File: src/rtl/pu_stream_initiator_pkg.sv
// Shared types and helpers for the PU stream initiator: FSM state encoding,
// data-width derivation and a ceil-log2 used to size FIFO pointers.
package pu_stream_initiator_pkg;

  typedef enum logic [1:0] {
    ST_IDLE  = 2'd0,
    ST_RUN   = 2'd1,
    ST_DRAIN = 2'd2,
    ST_DONE  = 2'd3
  } state_t;

  function automatic int calc_data_width(input int op_width, input int num_pe);
    return op_width * num_pe;
  endfunction

  function automatic int clog2(input int value);
    int r;
    r = 0;
    while ((1 << r) < value) r++;
    return r;
  endfunction

endpackage

File: src/rtl/pu_stream_initiator_if.sv
// Memory-side read/write port plus datapath input/result streams of the initiator.
// master = initiator side, slave = responder / datapath side.
interface pu_stream_initiator_if #(
  parameter int DATA_WIDTH = 16
);
  logic                  pu_rd_req;
  logic                  pu_rd_ready;
  logic [DATA_WIDTH-1:0] pu_data_in;
  logic                  pu_wr_req;
  logic [DATA_WIDTH-1:0] pu_data_out;
  logic                  in_valid;
  logic [DATA_WIDTH-1:0] in_data;
  logic                  in_ready;
  logic                  res_valid;
  logic [DATA_WIDTH-1:0] res_data;
  logic                  res_ready;

  modport master (
    output pu_rd_req, pu_wr_req, pu_data_out, in_valid, in_data, res_ready,
    input  pu_rd_ready, pu_data_in, in_ready, res_valid, res_data
  );

  modport slave (
    input  pu_rd_req, pu_wr_req, pu_data_out, in_valid, in_data, res_ready,
    output pu_rd_ready, pu_data_in, in_ready, res_valid, res_data
  );
endinterface

File: src/rtl/pu_stream_initiator_sync_fifo.sv
// Synchronous FIFO with occupancy count; push-to-pop latency 1 cycle, head shown combinationally.
// No internal backpressure: the caller must never push when full.
module pu_sync_fifo
  import pu_stream_initiator_pkg::*;
#(
  parameter int WIDTH = 16,
  parameter int DEPTH = 8
)(
  input  logic                   clk,
  input  logic                   rst_n,
  input  logic                   push,
  input  logic [WIDTH-1:0]       push_dat,
  input  logic                   pop,
  output logic [WIDTH-1:0]       pop_dat,
  output logic [clog2(DEPTH):0]  count,
  output logic                   full,
  output logic                   empty
);
  localparam int AW = clog2(DEPTH);

  logic [WIDTH-1:0] mem [DEPTH];
  logic [AW-1:0]    wr_ptr;
  logic [AW-1:0]    rd_ptr;

  assign pop_dat = mem[rd_ptr];
  assign empty   = (count == '0);
  assign full    = (count == (AW+1)'(DEPTH));

  // Power-of-two depth lets the pointers wrap on natural overflow.
  always_ff @(posedge clk or negedge rst_n) begin
    if (!rst_n) begin
      wr_ptr <= '0;
      rd_ptr <= '0;
      count  <= '0;
    end else begin
      if (push) wr_ptr <= wr_ptr + AW'(1);
      if (pop)  rd_ptr <= rd_ptr + AW'(1);
      case ({push, pop})
        2'b10:   count <= count + (AW+1)'(1);
        2'b01:   count <= count - (AW+1)'(1);
        default: count <= count;
      endcase
    end
  end

  always_ff @(posedge clk) begin
    if (push) mem[wr_ptr] <= push_dat;
  end

endmodule

File: src/rtl/pu_stream_initiator.sv
// PU-side initiator: issues word reads into an input FIFO for the datapath and turns results into writes.
// Read data lands 2 cycles after the issuing edge; write strobe follows result acceptance by 1 cycle.
module pu_stream_initiator
  import pu_stream_initiator_pkg::*;
#(
  parameter int OP_WIDTH   = 16,
  parameter int NUM_PE     = 1,
  parameter int FIFO_DEPTH = 8,
  parameter int CNT_W      = 20
)(
  input  logic                     clk,
  input  logic                     reset_n,
  input  logic                     start,
  input  logic [CNT_W-1:0]         cfg_rd_words,
  input  logic [CNT_W-1:0]         cfg_wr_words,
  pu_stream_initiator_if.master    bus,
  output logic                     busy,
  output logic                     done
);
  localparam int DATA_WIDTH = calc_data_width(OP_WIDTH, NUM_PE);
  localparam int CW         = clog2(FIFO_DEPTH) + 1;

  state_t           state;
  logic [CNT_W-1:0] cfg_rd;
  logic [CNT_W-1:0] cfg_wr;
  logic [CNT_W-1:0] rd_issued;
  logic [CNT_W-1:0] wr_issued;
  logic             rd_pend;
  logic [CW-1:0]    fifo_count;
  logic             fifo_full;
  logic             fifo_empty;
  logic [CW:0]      in_use;
  logic             rd_go;
  logic             wr_acc;
  logic             fifo_pop;

  pu_sync_fifo #(
    .WIDTH (DATA_WIDTH),
    .DEPTH (FIFO_DEPTH)
  ) u_fifo (
    .clk      (clk),
    .rst_n    (reset_n),
    .push     (rd_pend),
    .push_dat (bus.pu_data_in),
    .pop      (fifo_pop),
    .pop_dat  (bus.in_data),
    .count    (fifo_count),
    .full     (fifo_full),
    .empty    (fifo_empty)
  );

  assign bus.in_valid = !fifo_empty;
  assign fifo_pop     = !fifo_empty && bus.in_ready;

  // Both the request on the wire and the word in the responder pipe hold a FIFO slot.
  assign in_use = {1'b0, fifo_count} + {{CW{1'b0}}, bus.pu_rd_req} + {{CW{1'b0}}, rd_pend};
  assign rd_go  = (state == ST_RUN) && (rd_issued < cfg_rd) && bus.pu_rd_ready &&
                  (in_use < (CW+1)'(FIFO_DEPTH));

  assign bus.res_ready = ((state == ST_RUN) || (state == ST_DRAIN)) && (wr_issued < cfg_wr);
  assign wr_acc        = bus.res_valid && bus.res_ready;
  assign busy          = (state != ST_IDLE);

  always_ff @(posedge clk or negedge reset_n) begin
    if (!reset_n) begin
      state           <= ST_IDLE;
      cfg_rd          <= '0;
      cfg_wr          <= '0;
      rd_issued       <= '0;
      wr_issued       <= '0;
      rd_pend         <= 1'b0;
      bus.pu_rd_req   <= 1'b0;
      bus.pu_wr_req   <= 1'b0;
      bus.pu_data_out <= '0;
      done            <= 1'b0;
    end else begin
      done          <= 1'b0;
      bus.pu_rd_req <= rd_go;
      rd_pend       <= bus.pu_rd_req;
      bus.pu_wr_req <= wr_acc;
      if (rd_go) rd_issued <= rd_issued + CNT_W'(1);
      if (wr_acc) begin
        bus.pu_data_out <= bus.res_data;
        wr_issued       <= wr_issued + CNT_W'(1);
      end
      case (state)
        ST_IDLE: begin
          if (start) begin
            cfg_rd    <= cfg_rd_words;
            cfg_wr    <= cfg_wr_words;
            rd_issued <= '0;
            wr_issued <= '0;
            state     <= ((cfg_rd_words == '0) && (cfg_wr_words == '0)) ? ST_DONE : ST_RUN;
          end
        end
        ST_RUN: begin
          if ((rd_issued == cfg_rd) && !bus.pu_rd_req && !rd_pend) state <= ST_DRAIN;
        end
        ST_DRAIN: begin
          if (fifo_empty && (wr_issued == cfg_wr) && !bus.pu_wr_req) state <= ST_DONE;
        end
        ST_DONE: begin
          done  <= 1'b1;
          state <= ST_IDLE;
        end
        default: state <= ST_IDLE;
      endcase
    end
  end

  a_no_overflow: assert property (@(posedge clk) disable iff (!reset_n) !(rd_pend && fifo_full));

endmodule
File: src/flat_wrapper.sv
// flat-port wrapper written by rule: the top's interface ports become plain ports
module pu_stream_initiator_flat import pu_stream_initiator_pkg::*;
#(
  parameter int OP_WIDTH   = 16,
  parameter int NUM_PE     = 1,
  parameter int FIFO_DEPTH = 8,
  parameter int CNT_W      = 20
)
  (clk, reset_n, start, cfg_rd_words, cfg_wr_words, busy, done, bus_pu_rd_req, bus_pu_wr_req, bus_pu_data_out, bus_in_valid, bus_in_data, bus_res_ready, bus_pu_rd_ready, bus_pu_data_in, bus_in_ready, bus_res_valid, bus_res_data);
  pu_stream_initiator_if bus_i ();
  input  logic clk;
  input  logic reset_n;
  input  logic start;
  input  logic [CNT_W-1:0] cfg_rd_words;
  input  logic [CNT_W-1:0] cfg_wr_words;
  output logic busy;
  output logic done;
  output wire logic [$bits(bus_i.pu_rd_req)-1:0] bus_pu_rd_req;
  output wire logic [$bits(bus_i.pu_wr_req)-1:0] bus_pu_wr_req;
  output wire logic [$bits(bus_i.pu_data_out)-1:0] bus_pu_data_out;
  output wire logic [$bits(bus_i.in_valid)-1:0] bus_in_valid;
  output wire logic [$bits(bus_i.in_data)-1:0] bus_in_data;
  output wire logic [$bits(bus_i.res_ready)-1:0] bus_res_ready;
  input wire logic [$bits(bus_i.pu_rd_ready)-1:0] bus_pu_rd_ready;
  input wire logic [$bits(bus_i.pu_data_in)-1:0] bus_pu_data_in;
  input wire logic [$bits(bus_i.in_ready)-1:0] bus_in_ready;
  input wire logic [$bits(bus_i.res_valid)-1:0] bus_res_valid;
  input wire logic [$bits(bus_i.res_data)-1:0] bus_res_data;
  assign bus_pu_rd_req = bus_i.pu_rd_req;
  assign bus_pu_wr_req = bus_i.pu_wr_req;
  assign bus_pu_data_out = bus_i.pu_data_out;
  assign bus_in_valid = bus_i.in_valid;
  assign bus_in_data = bus_i.in_data;
  assign bus_res_ready = bus_i.res_ready;
  assign bus_i.pu_rd_ready = bus_pu_rd_ready;
  assign bus_i.pu_data_in = bus_pu_data_in;
  assign bus_i.in_ready = bus_in_ready;
  assign bus_i.res_valid = bus_res_valid;
  assign bus_i.res_data = bus_res_data;
  pu_stream_initiator #(.OP_WIDTH(OP_WIDTH), .NUM_PE(NUM_PE), .FIFO_DEPTH(FIFO_DEPTH), .CNT_W(CNT_W)) u_core (.clk(clk), .reset_n(reset_n), .start(start), .cfg_rd_words(cfg_rd_words), .cfg_wr_words(cfg_wr_words), .bus(bus_i), .busy(busy), .done(done));
endmodule
File: config.mk
export PLATFORM = sky130hd
export DESIGN_NAME = pu_stream_initiator_flat
export DESIGN_NICKNAME = d
export VERILOG_FILES = /design/src/rtl/pu_stream_initiator_pkg.sv /design/src/rtl/pu_stream_initiator_if.sv /design/src/rtl/pu_stream_initiator_sync_fifo.sv /design/src/rtl/pu_stream_initiator.sv /design/src/flat_wrapper.sv
export SDC_FILE = /design/constraint.sdc
export NUM_CORES = 1
export LEC_CHECK = 0
export ABC_AREA = 1
export BUFFER_PORTS_ARGS = -buffer_cell sky130_fd_sc_hd__buf_2
export CORE_ASPECT_RATIO = 0.6
export CORE_MARGIN = 2
export CORE_UTILIZATION = 35
export DETAILED_ROUTE_END_ITERATION = 10
export SLEW_MARGIN = 20
export SYNTH_ARGS = -nofsm -noshare
export SYNTH_HDL_FRONTEND = slang
export SYNTH_HIERARCHICAL = 1
export SYNTH_SLANG_ARGS = --single-unit
File: constraint.sdc
create_clock -name clk -period 2 [get_ports clk]
set_input_delay 0 -clock clk [delete_from_list [all_inputs] [get_ports clk]]
set_output_delay 0 -clock clk [all_outputs]
set_load 0.005 [all_outputs]
==> flow_summary_export.csv <==
group,metric,value,unit
drt,wl_per_cell,15.2,microns
drt,ant_nets,0,
finish,antennaDiodeCount,0,
drt,first_pass_iters,5,
power,p_per_area,876,nW/um^2
run_status,violations,"negative setup slack",
setup_path,worstPathBufferInverterCount,2,
drt,vias,9963,
clock_network,h-tree-depth,1,
synth,syn_area_per_cell,8.95,sq um
drt,drt_iter0_markers,615,
timing,hold_ws,0.0714,ns
synth,syn-instance-count,1336,
placement,io_buffers,115,
timing,rsz0062_at_grt,"true",
setup_path,crit_path_start,"u_core/wr_issued[11]",
setup_path,cp-start-kind,"flip-flop",
setup_path,r2r-start,"u_core/cfg_wr[17]",
finish,layout-drive-gt1-share,0.245,
setup_path,crit_chain,"ha_4 -> nand2_2 -> buf_4 -> nor2_2 -> nand2_2 -> a21oi_2 -> nor2_4 -> buf_2",
die,dieWidth,243,microns
drt,routed_wl,31.9,mm
die,core_area,33600,sq um
setup_path,crit_slowest_cell,"dfrtp_1",
grt,grt_max_degree,65,
finish,fin_cells,2106,
timing,fmax,500,MHz
placement,postPlaceCellArea,13500,sq um
synth,synth_nets,1467,
grt,grt_pass1_vias,9224,
synth,syn-cell-area,12000,sq um
drt,drc,0,
die,top_level_ports,116,
drt,via_per_inst,4.73,
timing,finalCriticalPeriod,2.00,ns
timing,setup_viol,1,
placement,place_ws,-0.133,ns
power,p_leak,7.45,nW
hold_path,hold_path_class,"primary input to async pin",
timing,fin_crit_sh,1.00,
die,die-area,35700,sq um
clock_network,cts_tree,"done",
finish,design_area,16100,sq um
placement,gp_congestion,0.869,
grt,antenna_found_initial,0,
timing,slew_viol_final,0,
setup_path,crit_top_cell,"nand2_2",
power,ir_drop,0.589,mV
synth,yosys_warnings,6,
die,die_h,147,microns
clock_network,cts_buffers,25,
die,num_rows,52,
die,initial_core_util,0.355,
finish,area_growth,34.9,%
timing,final_hold_viol_count,0,
setup_path,required,2.00,ns
grt,grt_usage,0.169,
placement,dp_cells,1953,
clock_network,insertion_delay,0.52,ns
timing,setup_slack,-0.00139,ns
setup_path,arrival,2.00,ns
finish,fin_util,0.479,
flow_run,cap_violations,0,
clock_network,clockBufferDepth,3,
grt,grt_first_pass_wirelength,48.6,mm
setup_path,cp_max_fo,2,
finish,final_nets,1762,
timing,fin_worst_skew,0.00809,ns
clock_network,clk_pin_slew,0.06,ns
clock_network,cts.sinks,240,
setup_path,crit_family,"flip-flops",
setup_path,critical_path_class,"flip-flop to output pin",
clock_network,root_buffer,"clkbuf_16",
setup_path,slowest_delay,0.41,ns
setup_path,cp-end-kind,"output pin",
run_status,status,"complete, but fails checks",
timing,relSlewSlack,0.540,
grt,overflow,0,
timing,max_slew.worst_pin.slew,0.690,ns
placement,dp_hpwl,19.8,mm
## state kept, by name, summed over array words and instances (netlist names), 2 cells and up
name                    count
u_core/u_fifo/mem         128
u_core/rd_issued           20
u_core/u_fifo/wr_ptr        3
u_core/cfg_wr              20
u_core/wr_issued           20
u_core/u_fifo/rd_ptr        3
u_core/u_fifo/count         4
u_core/cfg_rd              20
u_core/state                2
u_core/bus.pu_data_out     16
## final timing paths
kind | slack, ns | depth (start not counted) | end
setup / recovery | -0.001 | 8 | bus_res_ready
hold / removal | 0.07 | 2 | u_core/wr_issued[10]
setup reg to reg | 0.02 | 14 | u_core/wr_issued[15]
hold reg to reg | 0.43 | 0 | u_core/rd_pend
max in group asynchronous | 1.26 | 3 | u_core/rd_issued[6]
min in group clk | 0.20 | 4 | u_core/bus.pu_data_out[5]
## power breakdown
| group | internal (mW) | switching [mW] |
|---|---|---|
| registers | 5.30 | 0.107 |
| logic | 1.68 | 2.26 |
| clock network | 2.80 | 1.99 |
## layout by cell type (no fill, tap or decap), types with 3 or more instances in the layout
cell type	instances
bufinv_16	4
nor4_1	4
a21oi_2	15
buf_12	12
o21ai_0	71
nand2_4	6
o21bai_1	7
nand3_1	26
dfrtp_1	110
inv_1	159
inv_2	15
nor2_2	15
dlygate4sd3_1	78
xor2_1	15
xnor2_1	4
nor2_1	149
ha_4	14
nor2_4	11
or2_2	3
buf_6	6
ha_2	3
buf_2	113
o22ai_1	31
nand4_1	17
ha_1	36
edfxtp_1	128
nand2_2	33
nor3_1	8
o21ai_1	39
buf_4	94
clkinv_1	4
clkinv_2	3
clkbuf_16	29
nand2_1	340
a21oi_1	12
## stage by stage
stage | TNS, ns | total power, mW
finish | -0.00139 | 14.1
CTS | -0.0146 | 13.7
detailed placement | -1.47 | 8.61
global route | -1.87 | 14.9
global placement | -0.641 | 8.59
floorplan | 0 | 7.55
## timing repair
action	CTS	global route
pin swaps	4	48
endpoints found under the setup margin	49	76
gates cloned	2	8
endpoints found under the hold margin	265	0
setup buffers	3	19
hold buffers	78	0
resized for setup	20	143
## per-layer routing
metal | global-route usage | up-vias | share of wire
li1 | - | 4927 | -
met1 | 0.254 | 4738 | 0.49
met2 | 0.254 | 246 | 0.44
met3 | 0.0254 | 52 | 0.046
met4 | 0.0457 | 0 | 0.026
met5 | 0 | - | 0
## final cells by class
type	instances	area (sq um)
clock inverter	18	201
tap	459	574
inverter	177	701
timing repair inverter	1	20.0
clock buffer	25	626
sequential	240	6650
timing repair buffer	307	2460
multi-input combinational	879	4890
fill	3076	17500
Note: power is estimated with default switching activity, not from simulation.
